**src/rtl/pb_if.sv**
```systemverilog
// Push-button conditioner bus: raw buttons and repeat enables in, conditioned level and pulses out.
interface pb_if #(
  parameter int N_CH = 3
);
  logic [N_CH-1:0] pb_raw;
  logic [N_CH-1:0] repeat_en;
  logic [N_CH-1:0] pb_level;
  logic [N_CH-1:0] pb_press;
  logic [N_CH-1:0] pb_release;
  logic [N_CH-1:0] pb_repeat;
  logic            pb_any;

  modport master (
    output pb_raw, repeat_en,
    input  pb_level, pb_press, pb_release, pb_repeat, pb_any
  );

  modport slave (
    input  pb_raw, repeat_en,
    output pb_level, pb_press, pb_release, pb_repeat, pb_any
  );
endinterface

```
**src/rtl/pb_conditioner.sv**
```systemverilog
// N-channel push-button conditioner: synchroniser, stable-count debounce, press/release pulses
// and per-channel auto-repeat.
//
// Repeat FSM (one per channel):
//   state     | meaning
//   IDLE      | no repeat activity
//   HOLD_WAIT | held with repeat enabled, counting down the initial delay
//   REPEATING | held, pulsing pb_repeat every REPEAT_PERIOD cycles
module pb_conditioner #(
  parameter int N_CH          = 3,
  parameter int SYNC_STAGES   = 2,
  parameter int STABLE_CYCLES = 16,
  parameter int REPEAT_DELAY  = 32,
  parameter int REPEAT_PERIOD = 8,
  parameter int CNT_W         = 16
) (
  input logic Clk,
  input logic reset,
  pb_if.slave bus
);

  localparam logic [1:0] ST_IDLE      = 2'd0;
  localparam logic [1:0] ST_HOLD_WAIT = 2'd1;
  localparam logic [1:0] ST_REPEATING = 2'd2;

  localparam logic [CNT_W-1:0] STABLE_TC = CNT_W'(STABLE_CYCLES - 1);
  localparam logic [CNT_W-1:0] DELAY_LD  = CNT_W'(REPEAT_DELAY - 1);
  localparam logic [CNT_W-1:0] PERIOD_LD = CNT_W'(REPEAT_PERIOD - 1);

  logic [N_CH-1:0] level_v;
  logic [N_CH-1:0] press_v;
  logic [N_CH-1:0] release_v;
  logic [N_CH-1:0] repeat_v;
  logic [N_CH-1:0] press_d_v;
  logic [N_CH-1:0] repeat_d_v;
  logic            any_q;

  for (genvar ch = 0; ch < N_CH; ch++) begin : g_ch
    logic [SYNC_STAGES-1:0] sync_r;
    logic                   sync_q;
    logic [CNT_W-1:0]       db_cnt;
    logic                   level_q;
    logic                   flip;
    logic                   press_d;
    logic                   release_d;
    logic                   press_q;
    logic                   release_q;
    logic [1:0]             state_q;
    logic [1:0]             state_d;
    logic [CNT_W-1:0]       rpt_cnt_q;
    logic [CNT_W-1:0]       rpt_cnt_d;
    logic                   rpt_d;
    logic                   rpt_q;

    always_ff @(posedge Clk or posedge reset) begin
      if (reset) begin
        sync_r <= '0;
      end else begin
        sync_r <= {sync_r[SYNC_STAGES-2:0], bus.pb_raw[ch]};
      end
    end

    assign sync_q = sync_r[SYNC_STAGES-1];

    // A single agreeing sample clears the count, so only an unbroken run flips the level.
    assign flip      = (sync_q != level_q) && (db_cnt == STABLE_TC);
    assign press_d   = flip && !level_q;
    assign release_d = flip && level_q;

    always_ff @(posedge Clk or posedge reset) begin
      if (reset) begin
        db_cnt  <= '0;
        level_q <= 1'b0;
      end else if (sync_q == level_q) begin
        db_cnt <= '0;
      end else if (flip) begin
        db_cnt  <= '0;
        level_q <= ~level_q;
      end else begin
        db_cnt <= db_cnt + CNT_W'(1);
      end
    end

    always_comb begin
      state_d   = state_q;
      rpt_cnt_d = rpt_cnt_q;
      rpt_d     = 1'b0;
      if (release_d) begin
        state_d = ST_IDLE;
      end else begin
        case (state_q)
          ST_IDLE: begin
            if (press_d && bus.repeat_en[ch]) begin
              state_d   = ST_HOLD_WAIT;
              rpt_cnt_d = DELAY_LD;
            end
          end
          ST_HOLD_WAIT, ST_REPEATING: begin
            if (!bus.repeat_en[ch]) begin
              state_d = ST_IDLE;
            end else if (rpt_cnt_q == '0) begin
              rpt_d     = 1'b1;
              state_d   = ST_REPEATING;
              rpt_cnt_d = PERIOD_LD;
            end else begin
              rpt_cnt_d = rpt_cnt_q - CNT_W'(1);
            end
          end
          default: state_d = ST_IDLE;
        endcase
      end
    end

    always_ff @(posedge Clk or posedge reset) begin
      if (reset) begin
        state_q   <= ST_IDLE;
        rpt_cnt_q <= '0;
        press_q   <= 1'b0;
        release_q <= 1'b0;
        rpt_q     <= 1'b0;
      end else begin
        state_q   <= state_d;
        rpt_cnt_q <= rpt_cnt_d;
        press_q   <= press_d;
        release_q <= release_d;
        rpt_q     <= rpt_d;
      end
    end

    assign level_v[ch]    = level_q;
    assign press_v[ch]    = press_q;
    assign release_v[ch]  = release_q;
    assign repeat_v[ch]   = rpt_q;
    assign press_d_v[ch]  = press_d;
    assign repeat_d_v[ch] = rpt_d;
  end

  // Built from the next-state pulses so pb_any lines up with the registered pulses.
  always_ff @(posedge Clk or posedge reset) begin
    if (reset) begin
      any_q <= 1'b0;
    end else begin
      any_q <= |(press_d_v | repeat_d_v);
    end
  end

  assign bus.pb_level   = level_v;
  assign bus.pb_press   = press_v;
  assign bus.pb_release = release_v;
  assign bus.pb_repeat  = repeat_v;
  assign bus.pb_any     = any_q;

endmodule
```
**src/flat_wrapper.sv**
```systemverilog
// flat-port wrapper written by rule: the top's interface ports become plain ports
module pb_conditioner_flat 
#(
  parameter int N_CH          = 3,
  parameter int SYNC_STAGES   = 2,
  parameter int STABLE_CYCLES = 16,
  parameter int REPEAT_DELAY  = 32,
  parameter int REPEAT_PERIOD = 8,
  parameter int CNT_W         = 16
)
  (Clk, reset, bus_pb_raw, bus_repeat_en, bus_pb_level, bus_pb_press, bus_pb_release, bus_pb_repeat, bus_pb_any);
  pb_if #(.N_CH(N_CH)) bus_i ();
  input logic Clk;
  input logic reset;
  input wire logic [$bits(bus_i.pb_raw)-1:0] bus_pb_raw;
  input wire logic [$bits(bus_i.repeat_en)-1:0] bus_repeat_en;
  output wire logic [$bits(bus_i.pb_level)-1:0] bus_pb_level;
  output wire logic [$bits(bus_i.pb_press)-1:0] bus_pb_press;
  output wire logic [$bits(bus_i.pb_release)-1:0] bus_pb_release;
  output wire logic [$bits(bus_i.pb_repeat)-1:0] bus_pb_repeat;
  output wire logic [$bits(bus_i.pb_any)-1:0] bus_pb_any;
  assign bus_i.pb_raw = bus_pb_raw;
  assign bus_i.repeat_en = bus_repeat_en;
  assign bus_pb_level = bus_i.pb_level;
  assign bus_pb_press = bus_i.pb_press;
  assign bus_pb_release = bus_i.pb_release;
  assign bus_pb_repeat = bus_i.pb_repeat;
  assign bus_pb_any = bus_i.pb_any;
  pb_conditioner #(.N_CH(N_CH), .SYNC_STAGES(SYNC_STAGES), .STABLE_CYCLES(STABLE_CYCLES), .REPEAT_DELAY(REPEAT_DELAY), .REPEAT_PERIOD(REPEAT_PERIOD), .CNT_W(CNT_W)) u_core (.Clk(Clk), .reset(reset), .bus(bus_i));
endmodule
```
**config.mk**
```make
export PLATFORM = sky130hd
export DESIGN_NAME = pb_conditioner_flat
export DESIGN_NICKNAME = d
export VERILOG_FILES = /design/src/rtl/pb_if.sv /design/src/rtl/pb_conditioner.sv /design/src/flat_wrapper.sv
export SDC_FILE = /design/constraint.sdc
export NUM_CORES = 1
export LEC_CHECK = 0
export ABC_AREA = 1
export CAP_MARGIN = 10
export CORE_MARGIN = 5
export CORE_UTILIZATION = 56
export CTS_CLUSTER_DIAMETER = 80
export DETAILED_ROUTE_END_ITERATION = 12
export HOLD_SLACK_MARGIN = 0.12
export MAX_ROUTING_LAYER = met4
export PLACE_DENSITY_LB_ADDON = 0.1
export SLEW_MARGIN = 20
export SYNTH_ARGS = -nofsm -noshare
export SYNTH_HDL_FRONTEND = slang
export SYNTH_SLANG_ARGS = --single-unit
```
**constraint.sdc**
```tcl
create_clock -name Clk -period 4.2 [get_ports Clk]
set_input_delay 0.84 -clock Clk [delete_from_list [all_inputs] [get_ports Clk]]
set_output_delay 0.84 -clock Clk [all_outputs]
set_load 0.02 [all_outputs]
```
* Word-level counts from Yosys, hierarchy flattened *
Cells that the tools add are included.

operators by class
  add/subtract/negate cells = 6
  equal/unequal tests = 27
  muxes and demuxes = 45
  bitwise operators = 10
  reduce and logical (&&, ||, !) cells = 37

operator list
  cell                                                                    count
  16-bit 2-to-1 mux                                                       15
  16-bit one-hot mux with 2 select lines                                  3
  16-bit by 1-bit adder with 16-bit output, second input constant         3
  16-bit by 4-bit equality test with 1-bit output, second input constant  3
  16-bit zero test                                                        3
  16-bit by 1-bit subtractor with 16-bit output, second input constant    3
  2-bit 2-to-1 mux                                                        12
  1-bit logical AND                                                       12
  1-bit 2-to-1 mux                                                        12
  4-bit by 2-bit != test with 1-bit output, second input constant         3
  2-bit one-hot mux with 2 select lines                                   3
  2-bit AND reduction                                                     6
  4-bit AND reduction                                                     3
  3-bit by 1-bit != test with 1-bit output, second input constant         3
  1-bit NOT                                                               9
  2-bit by 1-bit equality test with 1-bit output, second input constant   3
  2-bit equality test, second input constant                              3
  2-bit zero test                                                         3
  2-bit by 1-bit != test with 1-bit output, second input constant         3
  2-bit != test, second input constant                                    3
  2-bit nonzero test                                                      3
  2-bit OR reduction                                                      3
  1-bit equality test                                                     3
  1-bit zero test                                                         3
  other kinds (3)                                                         5

storage, ports and cells
  register bits = 121
  bits of input ports = 8
  word-level logic and storage cells = 150

* Depth between registers and ports, before layout *
  depth after elaboration = 7
  mapped depth = 12
  gate-level depth less buffers = 11

* Worst setup path before layout *
OpenSTA, ideal clock, no wires.

  path kind = register to register
  from = reg u_core.g_ch[0].state_q[0]
  to = reg u_core.g_ch[0].rpt_cnt_q[9]
  library setup time = 0.117 ns
  arrival = 1.679 ns
  data required time = 4.083 ns
  slack = 2.405 ns
  cell stages (with the launch flop) = 12
  clock period less this slack = 1.795 ns
  cells stage by stage = dfrtp_1 > inv_1 > ha_1 > clkbuf_1 > nand2_1 > inv_1 > a21oi_1 > nor2_2 > nand2_4 > buf_6 > nand2_1 > nand2_1

on the way
  cells in the longest elaborated chain, start to end = 4
  elaborated cells on any way between the ends = 9
  those cells by class = eq/ne (4); mux (1); reduce/logical (4)

ends and longest elaborated chain
  element                                                                                       line                   source
  start: declaration                                                                            pb_conditioner.sv:48   logic [1:0] state_q;
  start signal: assignment                                                                      pb_conditioner.sv:122  state_q <= state_d;
  2-bit by 1-bit equality test with 1-bit output / 2-bit equality test (equally long branches)  pb_conditioner.sv:91   case (state_q)
  2-bit OR reduction                                                                            pb_conditioner.sv:91
  2-bit != test (no source line) / 2-bit nonzero test (equally long branches)                   n/a
  4-bit AND reduction (no source line)                                                          n/a
  end signal: assignment                                                                        pb_conditioner.sv:123  rpt_cnt_q <= rpt_cnt_d;
  end: declaration                                                                              pb_conditioner.sv:50   logic [CNT_W-1:0] rpt_cnt_q;

Several ways; a longest one is shown, not always the timed one.
A chain may end at the register's enable or synchronous reset.

* Final worst setup path *
  from = reg u_core.g_ch[1].level_q
  to = out bus_pb_level[1]

RTL lines
  element                   line                  source
  start: declaration        pb_conditioner.sv:42  logic level_q;
  start signal: assignment  pb_conditioner.sv:78  level_q <= ~level_q;
  end: declaration          flat_wrapper.sv:17    output wire logic [$bits(bus_i.pb_level)-1:0] bus_pb_level;

No word-level cell between the ends.

==> flow_metrics.tcl <==
set metrics [dict create \
    status "finished clean" \
    synth_xor_area_share_pct 4.68 \
    path_clk_slew_ns 0.05 \
    tritoncts "yes" \
    critPathLaunch "u_core.g_ch[1].level_q" \
    reg2reg_from "u_core.g_ch[0].state_q[0]" \
    syn-num-nets 1014 \
    yosysSeqAreaShare_pct 42.8 \
    crit_path_start_kind "flop" \
    gp_congestion 0.923 \
    fin_nets 1031 \
    endpoint "bus_pb_level[1]" \
    synth_cell_types 31 \
    clk_latency_ns 0.42 \
    cts_buffers 17 \
    cts-root-buf "clkbuf_16" \
    rsz0062_at_grt "no" \
    end_kind "output port" \
    p_sw_mw 2.25 \
    slew-limit-headroom_pct 48.7 \
    clock_sinks 121 \
    dp_worst_setup_slack_ns 1.39 \
    hold_path_class "flop to flop" \
    clock.fmax_mhz 415 \
    crit_type "flop to output port" \
    synthCells 994 \
    die_area_um2 15000 \
    first_pass_iters 5 \
    clock_path_buffers 2 \
    hold_violations 0 \
    portBuffers 20 \
    grt_pass1_wl_um 25800 \
    post_cts_buffers 0 \
    slowest_stage "clkdlybuf4s50_1" \
    setup_viol 0 \
    seqPwrFrac_pct 30.0 \
    cts_max_level 4 \
    synth-seq-cells 121 \
    pwr-share-comb_pct 40.2 \
    slew_violations 0 \
    ir_drop_mv 0.398 \
    drive_above_1_share_pct 4.98 \
    area_growth_syn_to_layout_pct 13.5 \
    viasPerCell 5.08 \
    cp_top_family "buffers and inverters" \
    antenna_found_initial 0 \
    path_max_fanout 6 \
    row_count 41 \
    intPower_mw 3.34 \
    synthMuxAreaShare_pct 0 \
    synth-simple-area-share_pct 38.3 \
    worstPathRequired_ns 3.36 \
    arrival_ns 1.57 \
    cpPeakStageDelay_ns 0.66 \
    drtIter0Drc 405 \
    initial_core_util_pct 56.6 \
    p_leak_nw 4.17 \
    drtAntennaViolNets 0 \
    worst_r2r_path_depth 9 \
    num_vias 6070 \
    num_antenna_cells 0 \
    dpl.hpwl_um 10000 \
    p_sw_share_pct 40.3 \
    grt_pass1_vias 5856 \
    grt_use_total_pct 22.0 \
    worst_slack_ns 1.79 \
    die_h_um 122 \
    synth_compound_area_share_pct 3.00 \
    period_share_pct 57.4 \
    pin_count 21 \
    worst-slew-pin-transition_ns 0.770 \
    skew_ns 0.0127 \
    postCtsHoldBufs 0 \
    p_clk_share_pct 29.8 \
    overflow 0 \
    synth_area_per_cell_um2 7.12 \
    drv_cap 0 \
    crit_chain "clkdlybuf4s50_1" \
    fin_setup_tns_ns 0 \
    yosys_warnings 0 \
    power_density_nw_per_um2 697 \
    period_needed_ns 2.41 \
    drt-total-wl_um 14500 \
    drc 0 \
    synth_top_family_by_area "simple AND/OR/NAND/NOR gates" \
    post_drt_wl_per_cell_um 12.1 \
    cts_resized 0 \
    grt_max_degree 64 \
    r2r_slack_ns 1.90 \
    synthAdderAreaFrac_pct 2.12 \
    crit_buf_inv 1 \
    die_x_um 122 \
    cp_num_cells 1 \
    rr_endpoint "u_core.g_ch[0].rpt_cnt_q[13]" \
    core_area_um2 12500 \
    syn_area_um2 7080 \
]
==> cell usage after synthesis (all sizes together) <==
cell type,count,area (um2)
a21oi,19,95.1
a31oi,1,6.26
and2,4,25.0
buf,21,156
clkbuf,2,7.51
dfrtp,121,3030
ha,12,150
inv,128,480
nand2,287,1110
nand3,123,616
nand3b,3,22.5
nand4,17,106
nor2,171,667
nor3,16,80.1
nor3b,7,52.6
nor4,1,6.26
o2111ai,1,8.76
o21a,2,15.0
o21ai,16,80.1
o21bai,1,7.51
or2,4,25.0
xnor2,12,113
xor2,25,219
==> how the worst min path moves through the flow <==
stage	start	endpoint	slack [ns]	cells past startpoint
final	u_core.g_ch[2].sync_r[0]	u_core.g_ch[2].sync_r[1]	0.36	0
after CTS	u_core.g_ch[2].sync_r[0]	u_core.g_ch[2].sync_r[1]	0.36	0
after detailed placement	u_core.g_ch[2].sync_r[0]	u_core.g_ch[2].sync_r[1]	0.34	0
after global routing	u_core.g_ch[2].sync_r[0]	u_core.g_ch[2].sync_r[1]	0.37	0
after floorplan	u_core.g_ch[0].sync_r[0]	u_core.g_ch[0].sync_r[1]	0.33	0
after global placement	u_core.g_ch[2].sync_r[0]	u_core.g_ch[2].sync_r[1]	0.35	0
==> sequential cells by signal, indices dropped and copies added (netlist names) <==
| signal | count |
|---|---|
| u_core.g_ch.db_cnt | 48 |
| u_core.g_ch.rpt_cnt_q | 48 |
| u_core.g_ch.sync_r | 6 |
| u_core.g_ch.rpt_q | 3 |
| u_core.g_ch.level_q | 3 |
| u_core.bus.pb_any | 1 |
| u_core.g_ch.release_q | 3 |
| u_core.g_ch.state_q | 6 |
| u_core.g_ch.press_q | 3 |
==> cell usage in the layout (no fill, tap or decap), drive strengths merged, types with 2 or more instances in the layout <==
cell,instances
o21a,2
inv,128
or2,4
xnor2,12
nand4,17
nor3,16
bufinv,6
xor2,25
and2,4
nor3b,7
a21oi,19
nand3,123
o21ai,16
nand2,287
nor2,171
dfrtp,121
ha,12
clkbuf,25
nand3b,3
clkdlybuf4s50,20
==> stage by stage <==
step	utilization, %	area, um2	hold WS [ns]	std cells	power (mW)
6_report	64.2	8040	0.362	1196	5.60
5_1_grt	64.2	8040	0.372	1196	6.14
4_1_cts	64.2	8040	0.360	1196	5.64
3_5_place_dp	58.8	7360	0.343	1164	3.94
3_3_place_gp	58.8	7360	0.349	1164	3.92
2_1_floorplan	-	7080	0.331	994	3.54
==> metal layers <==
layer / GRT usage (%) / up-vias / wire length (um)
li1: - / 3150 / -
met1: 27.0 / 2791 / 6700
met2: 35.5 / 111 / 7050
met3: 5.53 / 18 / 522
met4: 7.84 / 0 / 180
met5: - / - / 0
==> cell type report <==
class	instances	area (um2)
Clock inverter	7	185
Fill cell	1109	4480
Multi-Input combinational cell	722	3410
Inverter	128	483
Tap cell	172	215
Timing Repair Buffer	21	220
Sequential cell	121	3030
Clock buffer	25	495
==> cell families after synthesis <==
| family | Yosys count |
|---|---|
| compound gates | 40 |
| buf+inv | 151 |
| fa+ha+maj | 12 |
| xor+xnor | 37 |
| simple gates | 633 |
| flops | 121 |
==> power groups by stage <==
| stage | combinational [mW] | sequential, mW | clock, mW |
|---|---|---|---|
| after floorplan | 1.91 | 1.63 | 0 |
| after global placement | 2.22 | 1.70 | 0 |
| after detailed placement | 2.25 | 1.69 | 0 |
| after CTS | 2.26 | 1.68 | 1.70 |
| after global routing | 2.65 | 1.73 | 1.76 |
| final | 2.25 | 1.68 | 1.67 |
Power figures use the tool's default switching activity.
